[config.mk]
export PLATFORM = sky130hd
export DESIGN_NAME = decode_stage
export DESIGN_NICKNAME = d
export VERILOG_FILES = /design/src/rtl/riscv_pkg.sv /design/src/rtl/imm_gen.sv /design/src/rtl/decode_stage.sv
export SDC_FILE = /design/constraint.sdc
export NUM_CORES = 1
export LEC_CHECK = 0
export CORE_MARGIN = 2
export CORE_UTILIZATION = 40
export DETAILED_ROUTE_END_ITERATION = 10
export PLACE_DENSITY = 0.81
export SETUP_SLACK_MARGIN = 0.02
export SYNTH_ARGS = -nofsm -noshare
export SYNTH_HDL_FRONTEND = slang
export SYNTH_SLANG_ARGS = --single-unit
[constraint.sdc]
create_clock -name clk -period 2.2 [get_ports clk]
set_clock_uncertainty 0.2 [all_clocks]
set_input_delay 0.44 -clock clk [delete_from_list [all_inputs] [get_ports clk]]
set_output_delay 0.44 -clock clk [all_outputs]
set_load 0.005 [all_outputs]
[src/rtl/riscv_pkg.sv]
// Shared RV32I decode constants and the operation class seen by the execute stage.
package riscv_pkg;

    localparam logic [6:0] OPC_OP_IMM = 7'b0010011;
    localparam logic [6:0] OPC_OP     = 7'b0110011;
    localparam logic [6:0] OPC_LUI    = 7'b0110111;
    localparam logic [6:0] OPC_AUIPC  = 7'b0010111;

    localparam logic [2:0] F3_ADD     = 3'b000;
    localparam logic [2:0] F3_SLL     = 3'b001;
    localparam logic [2:0] F3_SRL_SRA = 3'b101;

    localparam logic [6:0] F7_ZERO = 7'b0000000;
    localparam logic [6:0] F7_ALT  = 7'b0100000;

    typedef enum logic [2:0] {
        OP_IMM  = 3'd0,
        OP      = 3'd1,
        LUI     = 3'd2,
        AUIPC   = 3'd3,
        ILLEGAL = 3'd4
    } op_class_t;

endpackage

[src/rtl/imm_gen.sv]
// Combinational classifier: derives operation class, immediate and legality from one instruction word.
module imm_gen
    import riscv_pkg::*;
(
    input  logic [31:0] instr,
    output logic [31:0] imm,
    output op_class_t   op_class,
    output logic        illegal,
    output logic        rd_we
);

    logic [2:0] funct3;
    logic [6:0] funct7;

    assign funct3 = instr[14:12];
    assign funct7 = instr[31:25];

    always_comb begin
        // NOTE: every output gets a default first so no path through the case infers a latch.
        op_class = ILLEGAL;
        imm      = '0;
        illegal  = 1'b0;
        case (instr[6:0])
            OPC_OP_IMM: begin
                op_class = OP_IMM;
                imm      = {{20{instr[31]}}, instr[31:20]};
                if ((funct3 == F3_SLL && funct7 != F7_ZERO) ||
                    (funct3 == F3_SRL_SRA && funct7 != F7_ZERO && funct7 != F7_ALT))
                    illegal = 1'b1;
            end
            OPC_OP:    op_class = OP;
            OPC_LUI: begin
                op_class = LUI;
                imm      = {instr[31:12], 12'b0};
            end
            OPC_AUIPC: begin
                op_class = AUIPC;
                imm      = {instr[31:12], 12'b0};
            end
            default:   illegal = 1'b1;
        endcase
        // Illegal words carry no payload downstream.
        if (illegal) begin
            op_class = ILLEGAL;
            imm      = '0;
        end
    end

    assign rd_we = !illegal && (instr[11:7] != 5'd0);

endmodule

[src/rtl/decode_stage.sv]
// Decode stage: register-file read with writeback bypass, operand selection, and the ID/EX pipeline register.
module decode_stage
    import riscv_pkg::*;
(
    input  logic        clk,
    input  logic        rst_n,
    input  logic        if_valid,
    input  logic [31:0] if_instr,
    input  logic [31:0] if_pc,
    output logic        id_ready,
    output logic [4:0]  rs1_addr,
    output logic [4:0]  rs2_addr,
    input  logic [31:0] rs1_data,
    input  logic [31:0] rs2_data,
    input  logic        wb_we,
    input  logic [4:0]  wb_rd,
    input  logic [31:0] wb_data,
    input  logic        flush,
    output logic        ex_valid,
    input  logic        ex_ready,
    output logic [2:0]  ex_class,
    output logic [2:0]  ex_funct3,
    output logic        ex_bit_th,
    output logic [31:0] ex_in1,
    output logic [31:0] ex_in2,
    output logic [31:0] ex_imm,
    output logic [4:0]  ex_rd,
    output logic        ex_rd_we,
    output logic        ex_illegal
);

    logic [31:0] imm;
    op_class_t   op_class;
    logic        illegal;
    logic        rd_we;
    logic [31:0] rs1_val;
    logic [31:0] rs2_val;
    logic [31:0] in1;
    logic [31:0] in2;
    logic [2:0]  funct3;
    logic        accept;

    imm_gen u_imm_gen (
        .instr    (if_instr),
        .imm      (imm),
        .op_class (op_class),
        .illegal  (illegal),
        .rd_we    (rd_we)
    );

    assign rs1_addr = if_instr[19:15];
    assign rs2_addr = if_instr[24:20];

    // A same-cycle writeback wins over the stale register-file read; x0 is never forwarded.
    assign rs1_val = (wb_we && wb_rd != 5'd0 && wb_rd == rs1_addr) ? wb_data : rs1_data;
    assign rs2_val = (wb_we && wb_rd != 5'd0 && wb_rd == rs2_addr) ? wb_data : rs2_data;

    always_comb begin
        in1    = '0;
        in2    = '0;
        funct3 = F3_ADD;
        case (op_class)
            OP_IMM: begin
                in1    = rs1_val;
                funct3 = if_instr[14:12];
            end
            OP: begin
                in1    = rs1_val;
                in2    = rs2_val;
                funct3 = if_instr[14:12];
            end
            AUIPC:   in1 = if_pc;
            default: ;
        endcase
    end

    assign id_ready = !ex_valid || ex_ready;
    assign accept   = if_valid && id_ready;

    always_ff @(posedge clk or negedge rst_n) begin
        if (!rst_n) begin
            ex_valid   <= 1'b0;
            ex_class   <= '0;
            ex_funct3  <= '0;
            ex_bit_th  <= 1'b0;
            ex_in1     <= '0;
            ex_in2     <= '0;
            ex_imm     <= '0;
            ex_rd      <= '0;
            ex_rd_we   <= 1'b0;
            ex_illegal <= 1'b0;
        end else if (flush) begin
            ex_valid <= 1'b0;
        end else if (accept) begin
            // NOTE: non-blocking assignments so every register samples pre-edge values.
            ex_valid   <= 1'b1;
            ex_class   <= op_class;
            ex_funct3  <= funct3;
            ex_bit_th  <= !illegal && !if_instr[30];
            ex_in1     <= in1;
            ex_in2     <= in2;
            ex_imm     <= imm;
            ex_rd      <= if_instr[11:7];
            ex_rd_we   <= rd_we;
            ex_illegal <= illegal;
        end else if (ex_ready) begin
            ex_valid <= 1'b0;
        end
    end

endmodule
==> flow_summary.toml <==
[floorplan]
start_util_pct = 41.3
rows = 42
fp.coreArea_mm2 = 0.0134
die-area_mm2 = 0.0148
floorplan.die.height_um = 122
pin_count = 293
die_x_um = 122

[yosys]
synthesis_stage_register_bit_count = 111
syn_nets = 676
yosys.area_share.simple_pct = 13.4
postSynth.topFlopCell = "dfrtp_1"
synth_area_in_compound_gates_pct = 17.1
synthesis.area_per_instance_um2 = 11.0
netlist_area_mm2 = 0.00554
synth-edff-count = 0
yosysSeqAreaShare_pct = 50.2
async_reset_ff_share_pct = 100
yosys.cell_types.count = 44
synth_top_family_by_area = "compound AO/OA/AOI/OAI gates"
synth_xor_area_share_pct = 1.74
yosys.area_share.adder_pct = 0
post_synth_mux_area_share_pct = 11.6
post_synthesis_cells = 505
synth-warning-count = 0

[power_and_ir_drop]
fraction_of_power_consumed_by_sequential_logic_pct = 46.1
power_leakage_nw = 4.10
vdd_drop_max_uv = 455
total_power_mw = 4.54
power_frac_comb_pct = 18.1
power.density_cell_area_mw_per_mm2 = 470
p_switching_mw = 1.06
relative_contribution_of_the_clock_network_to_total_power_pct = 35.8
power.switching_fraction_pct = 23.4
p_int_mw = 3.48

[global_routing]
wire_length_of_the_first_global_routing_pass_um = 31700
vias_in_the_first_global_route = 5826
grt_use_total_pct = 28.3
globalRouteOverflowTotal = 0
grt_antenna_before_repair = 1
largest_net_degree_at_the_start_of_global_routing = 68

[clock_tree]
max-clock-path-buffers = 2
numClockSinks = 111
clk_root_buffer_cell = "clkbuf_16"
cts.htree.levels = 3
cts_tree = "yes"
tritoncts.num_buffers = 9
cts.clk_slew.worst_paths_ns = 0.07
clk-insertion-delay-late_ns = 0.34

[cells_and_area]
final_layout_size_suffix_gt1_share_pct = 18.2
nFillCells = 947
commonest_cells_after_routing_fill_and_taps_aside = "clkdlybuf4s50_1 (268), dfrtp_1 (111), nand2_1 (91)"
stdcell_count = 1017
insertedDiodeCount = 0
final_common_cell = "clkdlybuf4s50_1"
finished_cell_area_mm2 = 0.00967
layout.core_utilization_pct = 72.1
area_delta_synth_final_pct = 74.6
layout.nets = 1008

[critical_path]
critPathSlowestCell = "clkdlybuf4s50_1"
startpoint_type = "input port"
critPathRequiredTime_ns = 2.28
setup.worst_path.end_class = "flip-flop"
worst_path_cell_chain = "clkdlybuf4s50_1, nor2b_2, inv_2, nand3b_1, buf_4, buf_4, nor4_1, buf_4, a22o_1"
critical_path.most_common_cell = "buf_4"
path_class = "input port to flip-flop"
data_arrival_time_of_the_critical_path_ns = 2.24
path_max_fanout = 20
critical_path.max_stage_delay_ns = 0.47

[timing]
worst_pin_slew_ns = 0.454
timing.final.setup_violations = 0
timing.setup.tns_ns = 0
timing.max_slew.rel_slack_pct = 69.8
setup_repair_after_global_routing_missed_its_margin = "true"
slew_violations = 0
highest_attainable_clock_frequency_ghz = 0.464
setup_ws_post_layout_ns = 0.0439
post-route-period-util_pct = 98.0
min_period_ns = 2.16
whs_ns = 0.284
report.final.hold_viol_count = 0

[drt]
antenna_violating_nets_post_route = 0
post-route-drc-count = 0
dr_total_vias = 5491
drt_pass_1_iters = 5
drt_iter0_drc = 353
drt_wl_total_um = 21000
detail_route.wl_per_cell_um = 20.6
vias_per_cell = 5.40

[placed_design]
place.detailed.instances = 988
gp_routability_congestion = 0.882
placement.io_buffers = 292
dpl-instance-area_mm2 = 0.00898
preCtsSetupSlack_ns = -0.615
hpwl_um = 15200

[hold_path]
hold_path_class = "flip-flop to flip-flop"

[flow_run]
cap_violations = 0

[run_status]
status = "completed"
kinds of logic after synthesis:
| logic type | after synthesis |
|---|---|
| AND/OR/NAND/NOR | 153 |
| AO/OA/AOI/OAI | 114 |
| multiplexers | 64 |
| flip-flops | 111 |
| buffers and inverters | 52 |
| XOR/XNOR | 11 |
worst paths after layout:
kind / end / depth (start not counted) / from / slack (ns)
worst max-delay path: ex_imm[6] / 9 / ex_ready / 0.04
worst min-delay path: ex_imm[31] / 2 / ex_imm[31] / 0.28
worst max register to register: ex_imm[6] / 8 / ex_valid / 0.11
worst min register to register: ex_imm[31] / 2 / ex_imm[31] / 0.28
max in group asynchronous: ex_in2[20] / 3 / rst_n / 0.82
min in group asynchronous: ex_in1[5] / 2 / rst_n / 0.38
power groups by stage:
stage          sequential (mW)  clock (mW)  combinational [mW]
4_1_cts                   2.09        1.67               0.824
3_5_place_dp              2.13           0               0.789
3_3_place_gp              2.13           0               0.772
5_1_grt                   2.10        1.75               0.874
2_1_floorplan             2.13           0               0.195
6_report                  2.09        1.62               0.821
synthesized netlist by cell type, types with 7 or more instances:
| master | count | area [µm²] |
|---|---|---|
| a221o_1 | 14 | 140 |
| xnor2_1 | 7 | 61.3 |
| buf_2 | 7 | 35.0 |
| nand2_1 | 91 | 342 |
| buf_4 | 14 | 105 |
| nand3_1 | 32 | 160 |
| dfrtp_1 | 111 | 2780 |
| mux2i_1 | 64 | 641 |
| clkbuf_1 | 21 | 78.8 |
| a22o_1 | 13 | 114 |
| o21ai_1 | 39 | 195 |
| o211ai_2 | 30 | 375 |
worst max-delay path, delay by kind of cell:
kind                   cells  cell delay [ns]
AOI/OAI and AO/OA          1             0.15
buffers and inverters      5             1.16
and+or+nand+nor            3             0.47
state kept, by name, indices dropped and copies added, names as in the netlist:
register,count
ex_imm,32
ex_valid,1
ex_rd_we,1
ex_class,3
ex_funct3,3
ex_bit_th,1
ex_in1,32
ex_illegal,1
ex_in2,32
ex_rd,5
metal layers:
| layer | global-route usage [%] | share of wire, % |
|---|---|---|
| met5 | 0 | 0.048 |
| met3 | 6.13 | 7.1 |
| met2 | 50.5 | 51 |
| met4 | 10.7 | 2.6 |
| met1 | 33.4 | 39 |
timing repair:
action,CTS,global route
gates cloned,6,1
endpoints found under the setup margin,77,43
buffers inserted,7,0
endpoints found under the hold margin,29,0
gates resized for setup,59,8
pin swaps,9,6
hold buffers,1,0
area by class of cell:
type                       count  area, µm²  share of cell area, %
timing repair buffer         371       3820                   39.6
sequential                   111       2780                   28.7
multi-input combinational    342       2550                   26.3
clock buffer                  12        246                   2.55
tap                          176        220                   2.28
clock inverter                 3       43.8                  0.453
inverter                       2       7.51                 0.0777
Power figures use the tool's default switching activity.
